$ cat src/rtl/shift_reg_frame.sv
// Universal shift register: deserialises serial bits into framed words, serialises loaded words.
// One-cycle latency on all registered outputs; no backpressure, the mode input is acted on every cycle.
module shift_reg_frame #(
   parameter int WIDTH     = 4,
   parameter bit MSB_FIRST = 1'b1
) (
   input  logic                       clk,
   input  logic                       rst,
   input  logic [1:0]                 mode,
   input  logic                       data_in,
   input  logic [WIDTH-1:0]           par_in,
   output logic [WIDTH-1:0]           data_out,
   output logic [WIDTH-1:0]           word_out,
   output logic                       word_valid,
   output logic                       serial_out,
   output logic                       tx_done,
   output logic [$clog2(WIDTH)-1:0]   bit_cnt
);

   localparam int CW = $clog2(WIDTH);
   localparam int TW = $clog2(WIDTH + 1);

   localparam logic [1:0] MODE_HOLD      = 2'b00;
   localparam logic [1:0] MODE_SHIFT_IN  = 2'b01;
   localparam logic [1:0] MODE_LOAD      = 2'b10;
   localparam logic [1:0] MODE_SHIFT_OUT = 2'b11;

   logic [TW-1:0]    tx_cnt;
   logic             fill;
   logic [WIDTH-1:0] shifted;

   // Shift-in and shift-out move the same direction; only the fill bit differs.
   always_comb begin
      fill    = (mode == MODE_SHIFT_IN) ? data_in : 1'b0;
      shifted = MSB_FIRST ? {data_out[WIDTH-2:0], fill} : {fill, data_out[WIDTH-1:1]};
   end

   assign serial_out = MSB_FIRST ? data_out[WIDTH-1] : data_out[0];

   always_ff @(posedge clk) begin
      if (rst) begin
         data_out   <= '0;
         word_out   <= '0;
         word_valid <= 1'b0;
         tx_done    <= 1'b0;
         bit_cnt    <= '0;
         tx_cnt     <= '0;
      end else begin
         word_valid <= 1'b0;
         tx_done    <= 1'b0;
         case (mode)
            MODE_SHIFT_IN: begin
               data_out <= shifted;
               if (bit_cnt == CW'(WIDTH - 1)) begin
                  word_out   <= shifted;
                  word_valid <= 1'b1;
                  bit_cnt    <= '0;
               end else begin
                  bit_cnt <= bit_cnt + CW'(1);
               end
            end
            MODE_LOAD: begin
               data_out <= par_in;
               bit_cnt  <= '0;
               tx_cnt   <= TW'(WIDTH);
            end
            MODE_SHIFT_OUT: begin
               data_out <= shifted;
               bit_cnt  <= '0;
               // Once the loaded word is drained, keep shifting zeros silently.
               if (tx_cnt != '0) begin
                  tx_cnt <= tx_cnt - TW'(1);
                  if (tx_cnt == TW'(1)) tx_done <= 1'b1;
               end
            end
            default: ;  // MODE_HOLD: pause the frame in place
         endcase
      end
   end

endmodule

$ cat config.mk
export PLATFORM = sky130hd
export DESIGN_NAME = shift_reg_frame
export DESIGN_NICKNAME = d
export VERILOG_FILES = /design/src/rtl/shift_reg_frame.sv
export SDC_FILE = /design/constraint.sdc
export NUM_CORES = 1
export LEC_CHECK = 0
export BUFFER_PORTS_ARGS = -buffer_cell sky130_fd_sc_hd__buf_2
export CAP_MARGIN = 20
export CORE_MARGIN = 10
export CORE_UTILIZATION = 25
export DETAILED_ROUTE_END_ITERATION = 10
export GPL_TIMING_DRIVEN = 0
export PLACE_DENSITY_LB_ADDON = 0.12
export SLEW_MARGIN = 40
export SYNTH_ARGS = -nofsm -noshare
export SYNTH_HDL_FRONTEND = slang
export SYNTH_SLANG_ARGS = --single-unit
$ cat constraint.sdc
create_clock -name clk -period 1.1 [get_ports clk]
set_input_delay 0 -clock clk [delete_from_list [all_inputs] [get_ports clk]]
set_output_delay 0 -clock clk [all_outputs]
set_load 0.05 [all_outputs]
After elaboration in Yosys (flattened, before gate mapping)
Cells that the tools add are included.
{"block": "word_totals", "ff_bits": 15, "latchBits": 0, "elab_cells": 35, "rom_bits": 0, "in_bits": 9, "memories": 0, "ram_bits": 0, "out_inout_bits": 13}
{"block": "classes", "div_mod_pow": 0, "shifts": 0, "n_mux": 8, "order_cmp": 0, "n_eq_ne": 6, "n_addsub": 2, "n_bitwise": 3, "n_mul": 0, "n_reduce_logical": 10}
{"operator": "one-hot mux 4 bit (2 select lines)", "n": 1}
{"operator": "equality test 2 bit (second input constant)", "n": 3}
{"operator": "one-hot mux 3 bit (2 select lines)", "n": 1}
{"operator": "nonzero test 2 bit", "n": 3}
{"operator": "OR reduction 2 bit", "n": 3}
{"operator": "one-hot mux 2 bit (2 select lines)", "n": 1}
{"operator": "AND reduction 2 bit", "n": 2}
{"operator": "equality test 3 x 1 -> 1 bit (second input constant)", "n": 1}
{"operator": "2-to-1 mux 1 bit", "n": 3}
{"operator": "2-to-1 mux 3 bit", "n": 1}
{"operator": "NOT 1 bit", "n": 3}
{"operator": "nonzero test 3 bit", "n": 1}
{"operator": "OR reduction 3 bit", "n": 1}
{"operator": "subtractor 3 x 1 -> 3 bit (second input constant)", "n": 1}
{"operator": "adder 2 x 1 -> 2 bit (second input constant)", "n": 1}
{"operator": "equality test 2 x 1 -> 1 bit (second input constant)", "n": 1}
{"operator": "2-to-1 mux 2 bit", "n": 1}
{"operator": "!= test 2 bit (second input constant)", "n": 1}

Logic depth before layout (Yosys ltp)
Gate-level depths: netlist (run 1).
{"block": "logic_depth", "depth_word": 3, "mapped_depth": 5, "depth_no_buf": 5}

Worst setup path before layout (run 1)
Ideal clock, no wire load.
{"block": "synth_path", "path_kind": "reg-to-reg", "from": "reg bit_cnt[0]", "to": "reg word_out[1]", "setup_slack_ns": -0.293, "synth_period_minus_slack_ns": 1.393, "setup_time_ns": 0.118, "path_stages_with_launch": 5, "arrival_ns": 1.274, "path_cell_list": "dfxtp_1 ha_1 nand3b_2 mux2i_1 nor2_1"}
{"block": "synth_via", "elab_chain_cells": 2}
{"element": "start: declaration", "line": "17", "source": "output logic [$clog2(WIDTH)-1:0] bit_cnt"}
{"element": "start signal: assignment", "line": "59", "source": "bit_cnt <= bit_cnt + CW'(1);"}
{"element": "equality test 2 bit", "line": "54", "source": "if (bit_cnt == CW'(WIDTH - 1)) begin"}
{"element": "AND reduction 2 bit (no line)"}
{"element": "end signal: assignment", "line": "55", "source": "word_out <= shifted;"}
{"element": "end: declaration", "line": "13", "source": "output logic [WIDTH-1:0] word_out,"}
Every way passes these cells.
A chain may end at the register's enable or synchronous reset.

Worst setup path after layout (run 1)
{"block": "layout_path", "from": "reg tx_cnt[1]", "to": "reg tx_cnt[1]"}
{"block": "layout_via", "elab_chain_cells": 3}
{"element": "start: declaration", "line": "28", "source": "logic [TW-1:0] tx_cnt;"}
{"element": "start signal: assignment", "line": "65", "source": "tx_cnt <= TW'(WIDTH);"}
{"element": "start signal: assignment", "line": "72", "source": "tx_cnt <= tx_cnt - TW'(1);"}
{"element": "subtractor 3 x 1 -> 3 bit or nonzero test 3 bit (tied branches)", "line": "72, 71"}
{"element": "2-to-1 mux 3 bit or != test 2 bit (tied branches)"}
{"element": "one-hot mux 3 bit (2 select lines) or AND reduction 2 bit (tied branches)"}
Several ways; a longest one is shown, not always the timed one. The select of a mux whose other input is x is not followed.

==> flow_summary.json, run 1 <==
{
  "synth_compound_area_frac": 0.101,
  "path_cells": "inv_2 > ha_4 > nand2b_1 > o21a_1 > o32ai_2",
  "die_area_sq_um": 5420,
  "ant_nets": 0,
  "synth_nets": 85,
  "ctsHtreeMaxLevel": 1,
  "total_power_mw": 1.10,
  "max_clock_freq_mhz": 925,
  "grt_max_degree": 11,
  "setup_violations": 0,
  "coreArea_sq_um": 2760,
  "fin_crit_ns": 1.08,
  "synthAdderAreaFrac": 0.0696,
  "grtUsageTotal": 0.0643,
  "required_ns": 1.30,
  "syn_inst": 72,
  "clkSlewWorstSetupHoldPaths_ns": 0.09,
  "maxSlewHeadroom": 0.831,
  "p_switching_mw": 0.314,
  "fin_tns_setup_ns": 0,
  "setup_ws_ns": 0.0194,
  "cts_tree": "built",
  "ys_seq_area_frac": 0.417,
  "io_buffers": 20,
  "ios": 22,
  "grt_pass1_vias": 585,
  "wl_um": 1640,
  "arrival_ns": 1.28,
  "ys_seq_elements": 15,
  "ir_worst_vdd_mv": 0.839,
  "status": "completed",
  "synth.mux.area_fraction": 0.143,
  "crit_slowest_cell": "dfxtp_1",
  "syn_area_per_cell_sq_um": 9.99,
  "drc": 0,
  "start_util": 0.261,
  "nets": 116,
  "dp_slack_ns": -0.0740,
  "first_iter_violations": 14,
  "clock_latency_ns": 0.29,
  "finalMaxSlewViolations": 0,
  "seq_power_share": 0.517,
  "skew_ns": 0.00617,
  "yosys_warnings": 0,
  "antenna_found_initial": 0,
  "cts_made_buffers": 3,
  "grt_overflow": 0,
  "path_buf_inv": 1,
  "synth_area_sq_um": 719,
  "layout_common_cells": "buf_2 (21), dfxtp_1 (10), nand2_1 (8)",
  "dp_hpwl_um": 1210,
  "grt_pass1_wl_um": 2660,
  "cp-start-kind": "flip-flop",
  "synthDistinctLibCells": 27,
  "area_delta_synth_final_pct": 37.0,
  "cap_violations": 0,
  "crit_family": "compound AO/OA/AOI/OAI gates",
  "rsz0062_at_grt": "true",
  "diodes": 0,
  "die_height_um": 73.6,
  "cts_buffer_depth": 2,
  "swShare": 0.285,
  "first_pass_iters": 3,
  "cts_root_buf": "clkbuf_4",
  "fin_crit_sh": 0.982,
  "synth_top_family_by_area": "simple AND/OR/NAND/NOR gates",
  "hold_class": "in -> reg",
  "yosys.area_share.simple": 0.198,
  "tightest_slew_ns": 0.256,
  "powerDensity_nw_per_um2": 1120,
  "worst-setup-path-type": "reg -> reg",
  "row_count": 19,
  "utilization": 0.358,
  "crit_path_max_incr_delay_ns": 0.31,
  "vias": 597,
  "critPathCaptureType": "flip-flop",
  "intPower_mw": 0.789,
  "hold_viol_final": 0,
  "p_clk_frac": 0.288,
  "nFillCells": 294,
  "comb_power_share": 0.195,
  "final_common_cell": "buf_2",
  "clock-sinks": 15,
  "place_congestion": 0.680,
  "drive_gt1_frac": 0.510,
  "die_x_um": 73.6,
  "p_leak_nw": 0.477,
  "worst-path-max-fanout": 3,
  "synthXorXnorAreaFrac": 0,
  "routedWlPerCell_um": 12.3,
  "avgViaCountPerCell": 4.49
}
[worst paths after layout]
path,start,to,slack (ns),cells after the start
worst max-delay path,tx_cnt[1],tx_cnt[1],0.02,5
worst min register to register,data_out[1],data_out[2],0.47,2
worst max register to register,tx_cnt[1],tx_cnt[1],0.02,5
worst min-delay path,mode[1],bit_cnt[0],0.1,3
[synthesized netlist by cell type]
cell      instances  area share
nor3_1            3       0.021
mux2_2            2       0.031
nand2b_1          2       0.017
inv_6             1       0.012
buf_6             2       0.031
a21oi_1           4       0.028
nor2_1            5       0.026
or2_2             2       0.017
o22ai_1           1      0.0087
a21oi_2           2       0.024
o32ai_2           1       0.023
ha_1              4       0.070
nand3b_1          1       0.010
nand2_2           1      0.0087
buf_4             1       0.010
o21ai_0           1      0.0069
nand3b_2          1       0.016
buf_2             1      0.0069
mux2i_1           5       0.070
mux2_4            2       0.042
inv_1             2       0.010
nor3b_1           2       0.021
nand3_1           1      0.0069
nand4b_1          1       0.012
nand2_1           8       0.042
dfxtp_1          15        0.42
o21a_1            1       0.010
[tightest hold or removal path, stage by stage]
cell,delay [ns]
buf_2,0.14
buf_6,0.15
nor3_1,0.06
[layout make-up]
type | instances | area [sq um] | area share
Multi-Input combinational cell | 50 | 404 | 0.410
Timing Repair Buffer | 26 | 153 | 0.155
Buffer | 4 | 35.0 | 0.0355
Clock buffer | 3 | 22.5 | 0.0228
Clock inverter | 1 | 5.00 | 0.00508
Sequential cell | 15 | 312 | 0.316
Tap cell | 31 | 38.8 | 0.0393
Inverter | 3 | 16.3 | 0.0165
[per-stage QoR]
step | hold WS (ns) | area (sq um) | cells
after floorplan | 0.0671 | 742 | 72
after global placement | 0.258 | 881 | 123
after detailed placement | 0.256 | 881 | 123
after CTS | 0.0815 | 966 | 132
after global routing | 0.0906 | 986 | 133
final | 0.0980 | 986 | 133
[layer usage]
layer | part of all wire | vias to the layer above | routed length, um | track usage
met5 | 0 | - | 0 | 0
li1 | - | 308 | - | -
met2 | 0.48 | 15 | 782 | 0.112
met1 | 0.41 | 272 | 676 | 0.0590
met4 | 0.011 | 0 | 18 | 0.0248
met3 | 0.097 | 2 | 158 | 0.0404
[logic make-up (layout without fill, tap and decap cells)]
logic type / after synthesis / count (layout)
buf+inv: 7 / 37
fa+ha+maj: 4 / 4
flops: 15 / 15
simple gates: 27 / 27
compound gates: 10 / 10
mux: 9 / 9
[registers in the layout, indices dropped and copies added, names as in the netlist]
| signal | cells |
|---|---|
| tx_done | 1 |
| tx_cnt | 3 |
| word_valid | 1 |
| data_out | 4 |
| bit_cnt | 2 |
| word_out | 4 |
[timing repair]
item / CTS / global route
resized for setup: 4 / 2
pin swaps: 2 / 2
endpoints found under the hold margin: 8 / 0
hold buffers: 3 / 0
buffers inserted: 2 / 1
setup endpoints to repair: 3 / 7
gates cloned: 0 / 0
[power by group through the flow]
| stage | Sequential, mW | Clock [mW] | Combinational (mW) |
|---|---|---|---|
| floorplan | 0.615 | 0 | 0.112 |
| global placement | 0.583 | 0 | 0.193 |
| detailed placement | 0.583 | 0 | 0.193 |
| CTS | 0.570 | 0.347 | 0.214 |
| global route | 0.574 | 0.376 | 0.235 |
| finish | 0.571 | 0.317 | 0.215 |
Power figures use the tool's default switching activity.
==> run 2, diff against run 1 <==
--- a/config.mk
+++ b/config.mk
@@ -7,11 +7,13 @@
 export LEC_CHECK = 0
 export BUFFER_PORTS_ARGS = -buffer_cell sky130_fd_sc_hd__buf_2
 export CAP_MARGIN = 20
+export CORE_ASPECT_RATIO = 0.75
 export CORE_MARGIN = 10
 export CORE_UTILIZATION = 25
 export DETAILED_ROUTE_END_ITERATION = 10
 export GPL_TIMING_DRIVEN = 0
 export PLACE_DENSITY_LB_ADDON = 0.12
+export SETUP_SLACK_MARGIN = 0.1
 export SLEW_MARGIN = 40
 export SYNTH_ARGS = -nofsm -noshare
 export SYNTH_HDL_FRONTEND = slang
==> flow_summary.json, run 2 (synthesis gave the netlist of run 1 again) <==
{
  "swShare": 0.264,
  "path_cells": "inv_2 > ha_4 > nand2b_4 > o21a_1 > o32ai_2",
  "tightest_slew_ns": 0.254,
  "r2r_slack_ns": 0.03,
  "r2r-end": "tx_cnt[1]",
  "max_clock_freq_mhz": 932,
  "path_buf_inv": 1,
  "powerDensity_nw_per_um2": 1240,
  "final_area_sq_um": 1000,
  "cap_violations": 0,
  "skew_ns": 0.00129,
  "clock-sinks": 15,
  "vias": 586,
  "total_power_mw": 1.24,
  "start_util": 0.268,
  "row_count": 16,
  "crit_slowest_cell": "dfxtp_2",
  "grt-busiest-layer": "met2",
  "hold_class": "in -> reg",
  "hold_depth": 3,
  "grt_max_degree": 11,
  "cts_made_buffers": 3,
  "critPathCaptureType": "flip-flop",
  "dp_hpwl_um": 1260,
  "ff2ff_path_depth": 5,
  "grt_pass1_wl_um": 2840,
  "p_switching_mw": 0.326,
  "diodes": 0,
  "grt_util_met1": 0.0800,
  "hold_viol_final": 0,
  "grt_pass1_vias": 621,
  "seq_power_share": 0.463,
  "cts_tree": "built",
  "clkSlewWorstSetupHoldPaths_ns": 0.06,
  "die_x_um": 81.9,
  "post_dp_cell_area_sq_um": 905,
  "rsz0062_at_grt": "true",
  "intPower_mw": 0.912,
  "holdPathEnd": "word_out[0]",
  "maxSlewHeadroom": 0.832,
  "final_common_cell": "buf_2",
  "required_ns": 1.26,
  "r2r_start": "tx_cnt[0]",
  "nFillCells": 295,
  "finalMaxSlewViolations": 0,
  "dp_slack_ns": -0.0341,
  "cts_buffer_depth": 2,
  "status": "completed",
  "setup_ws_ns": 0.0273,
  "crit_path_max_incr_delay_ns": 0.33,
  "grt_overflow": 0,
  "nets": 114,
  "place_congestion": 0.672,
  "ir_worst_vdd_mv": 0.526,
  "io_buffers": 20,
  "ant_nets": 0,
  "ctsHtreeMaxLevel": 1,
  "setup_violations": 0,
  "drc": 0,
  "comb_power_share": 0.177,
  "fin_crit_sh": 0.975,
  "cp-start-kind": "flip-flop",
  "worst-path-max-fanout": 3,
  "wl_um": 1720,
  "clock_latency_ns": 0.24,
  "die_area_sq_um": 5450,
  "fin_crit_ns": 1.07,
  "min_from": "data_in",
  "area_delta_synth_final_pct": 39.0,
  "arrival_ns": 1.23,
  "startpoint": "tx_cnt[0]",
  "p_leak_nw": 0.479,
  "avgViaCountPerCell": 4.31,
  "met2_usage": 0.0957,
  "worst-setup-path-type": "reg -> reg",
  "ios": 22,
  "met3_usage": 0.0483,
  "crit_family": "compound AO/OA/AOI/OAI gates",
  "cts_root_buf": "clkbuf_8",
  "grtUsageTotal": 0.0670,
  "first_iter_violations": 34,
  "antenna_found_initial": 0,
  "coreArea_sq_um": 2680,
  "first_pass_iters": 4,
  "p_clk_frac": 0.360,
  "drive_gt1_frac": 0.550,
  "layout_common_cells": "buf_2 (20), nand2_1 (8), dfxtp_1 (8)",
  "routedWlPerCell_um": 12.6,
  "die_height_um": 66.5,
  "largestRegisters": "data_out (4), word_out (4), tx_cnt (3)"
}
run 2: cell types whose count changed in the layout (fill, tap and decap cells not counted):
cell           change
buf_4              +2
nand2b_1           -1
buf_2              -1
dfxtp_1            -2
nand2b_4           +1
dlygate4sd3_1      -3
clkbuf_8           +3
o21ai_1            +1
clkbuf_4           -3
clkbuf_1           +1
clkinv_2           -1
dfxtp_2            +2
o21ai_0            -1
run 2: power groups by stage:
stage / Combinational [mW] / Clock (mW) / Sequential, mW
6_report: 0.219 / 0.446 / 0.573
5_1_grt: 0.237 / 0.504 / 0.575
4_1_cts: 0.220 / 0.464 / 0.573
3_5_place_dp: 0.198 / 0 / 0.586
3_3_place_gp: 0.197 / 0 / 0.585
2_1_floorplan: 0.114 / 0 / 0.618
run 2: worst max-delay path by stage:
stage	to	cells past startpoint	slack [ns]
floorplan	tx_cnt[1]	5	0.04
global placement	tx_cnt[1]	5	-0.03
detailed placement	tx_cnt[1]	5	-0.03
CTS	tx_cnt[1]	5	0.03
global route	tx_cnt[1]	5	-0.01
finish	tx_cnt[1]	5	0.03
run 2: per-layer routing:
metal  share of wire  routed length [um]
met1            0.48                 816
met2            0.42                 716
met3            0.11                 183
met4               0                   0
met5               0                   0
run 2: worst min-delay path, stage by stage:
cell and delay, ns:
buf_2 0.09, mux2i_1 0.06, nor2_1 0.07
run 2: layout make-up:
class                   count  area (sq um)  share of cell area
plain buffers               4          35.0              0.0350
well taps                  36          45.0              0.0451
repair buffers             24           133               0.133
flip-flops and latches     15           314               0.314
multi-input cells          50           412               0.412
inverters                   3          16.3              0.0163
clock buffers               4          45.0              0.0451
run 2: repair_timing:
item,CTS,global route
pin swaps,1,5
setup buffers,3,1
endpoints found under the setup margin,6,9
cloned,0,0
hold buffers,0,0
gates resized for setup,3,1
run 2: stage by stage:
step           TNS (ns)  hold WS (ns)  utilization  std cells
2_1_floorplan         0        0.0671            -         72
3_3_place_gp    -0.0301         0.273        0.337        128
3_5_place_dp    -0.0341         0.278        0.337        128
4_1_cts               0        0.0144        0.369        135
5_1_grt         -0.0115        0.0233        0.373        136
6_report              0       0.00567        0.373        136
==> run 3, diff against run 2 <==
--- a/config.mk
+++ b/config.mk
@@ -13,7 +13,7 @@
 export DETAILED_ROUTE_END_ITERATION = 10
 export GPL_TIMING_DRIVEN = 0
 export PLACE_DENSITY_LB_ADDON = 0.12
-export SETUP_SLACK_MARGIN = 0.1
+export SETUP_SLACK_MARGIN = 0.05
 export SLEW_MARGIN = 40
 export SYNTH_ARGS = -nofsm -noshare
 export SYNTH_HDL_FRONTEND = slang
==> flow_summary.json, run 3 (synthesis gave the netlist of run 1 again) <==
{
  "routedWlPerCell_um": 12.5,
  "hold_class": "in -> reg",
  "ant_nets": 0,
  "p_leak_nw": 0.485,
  "ctsHtreeMaxLevel": 1,
  "diodes": 0,
  "clock-sinks": 15,
  "fin_hold_ws_ns": 0.0141,
  "setup_violations": 0,
  "required_ns": 1.27,
  "drc": 0,
  "min_from": "rst",
  "die_x_um": 81.9,
  "row_count": 16,
  "die_area_sq_um": 5450,
  "ir_worst_vdd_mv": 0.543,
  "fin_crit_ns": 1.08,
  "r2r_start": "tx_cnt[0]",
  "nets": 114,
  "total_power_mw": 1.24,
  "wl_um": 1700,
  "cts_root_buf": "clkbuf_8",
  "max_clock_freq_mhz": 924,
  "grt_pass1_wl_um": 2920,
  "clock_latency_ns": 0.25,
  "fin_crit_sh": 0.984,
  "layout_common_cells": "buf_2 (21), nand2_1 (8), dfxtp_1 (8)",
  "crit_family": "compound AO/OA/AOI/OAI gates",
  "cp-start-kind": "flip-flop",
  "critPathCaptureType": "flip-flop",
  "finalMaxSlewViolations": 0,
  "cts_made_buffers": 3,
  "maxSlewHeadroom": 0.831,
  "die_height_um": 66.5,
  "powerDensity_nw_per_um2": 1240,
  "path_cells": "inv_2 > ha_4 > nand2b_4 > o21a_1 > o32ai_2",
  "r2r-end": "tx_cnt[1]",
  "grt_max_degree": 11,
  "cap_violations": 0,
  "antenna_found_initial": 0,
  "ff2ff_path_depth": 5,
  "status": "completed",
  "clkSlewWorstSetupHoldPaths_ns": 0.06,
  "largestRegisters": "data_out (4), word_out (4), tx_cnt (3)",
  "start_util": 0.268,
  "grt_overflow": 0,
  "rsz0062_at_grt": "true",
  "place_congestion": 0.692,
  "holdPathEnd": "bit_cnt[0]",
  "avgViaCountPerCell": 4.24,
  "io_buffers": 20,
  "crit_slowest_cell": "dfxtp_2",
  "worst-setup-path-type": "reg -> reg",
  "final_common_cell": "buf_2",
  "worst-path-max-fanout": 3,
  "arrival_ns": 1.25,
  "hold_viol_final": 0,
  "coreArea_sq_um": 2680,
  "crit_path_max_incr_delay_ns": 0.33,
  "fin_tns_setup_ns": 0,
  "vias": 577,
  "tightest_slew_ns": 0.255,
  "utilization": 0.375,
  "drive_gt1_frac": 0.560,
  "hold_depth": 2,
  "grtUsageTotal": 0.0695,
  "r2r_slack_ns": 0.02,
  "first_pass_iters": 3,
  "area_delta_synth_final_pct": 39.8,
  "ios": 22,
  "cts_buffer_depth": 2,
  "skew_ns": 0.00292,
  "dp_cells": 128,
  "cts_tree": "built",
  "path_buf_inv": 1,
  "fin_cells": 136,
  "first_iter_violations": 15,
  "grt_pass1_vias": 604
}
## run 3: cell types whose count changed in the layout (fill, tap and decap cells not counted), sizes merged
cell / before / now
buf: 28 / 27
clkbuf: 4 / 3
clkinv: 0 / 1
dlygate4sd3: 0 / 1
## run 3: worst register-to-register path, delay by kind of cell (launching register included)
kind | cells | cell delay, ns
buffers and inverters | 1 | 0.07
AND/OR/NAND/NOR | 1 | 0.06
adder cells (fa/ha/maj) | 1 | 0.16
flip-flops | 1 | 0.33
AO/OA/AOI/OAI | 2 | 0.38
## run 3: per-layer routing
layer,GRT usage,share of wire,vias to the layer above,routed length [um]
li1,-,-,303,-
met1,0.0844,0.49,259,831
met2,0.0947,0.42,13,716
met3,0.0456,0.085,2,145
met4,0.0254,0.0047,0,8
met5,0,0,-,0
## run 3: worst max path at each step
stage               cells past startpoint  startpoint        end  slack [ns]
finish                                  5   tx_cnt[0]  tx_cnt[1]        0.02
floorplan                               5   tx_cnt[0]  tx_cnt[1]        0.04
global placement                        5   tx_cnt[0]  tx_cnt[1]       -0.03
detailed placement                      5   tx_cnt[0]  tx_cnt[1]       -0.03
global route                            5   tx_cnt[0]  tx_cnt[1]       -0.05
CTS                                     5   tx_cnt[1]  tx_cnt[1]        0.02
## run 3: cell type report
class                      instances  area (sq um)
fill                             286          1680
multi-input combinational         50           417
sequential                        15           314
timing repair buffer              24           133
tap                               36          45.0
clock buffer                       3          41.3
buffer                             4          35.0
inverter                           3          16.3
clock inverter                     1          5.00
## run 3: stage by stage
| step | worst slack (ns) | area (sq um) |
|---|---|---|
| finish | 0.0181 | 1010 |
| global route | -0.0537 | 1010 |
| detailed placement | -0.0328 | 905 |
| CTS | 0.0205 | 993 |
| global placement | -0.0324 | 905 |
| floorplan | 0.0438 | 759 |
## run 3: power breakdown
part           internal [mW]  leakage, nW  switching [mW]
sequential             0.558        0.125          0.0141
combinational         0.0992        0.334           0.121
clock                  0.251       0.0255           0.201
total                  0.908        0.485           0.336
## run 3: what timing repair did
item                                   in CTS  in global routing
setup endpoints to repair                   3                  7
setup buffers                               2                  1
endpoints found under the hold margin       1                  0
resized for setup                           4                  1
hold buffers                                1                  0
pin swaps                                   1                  1
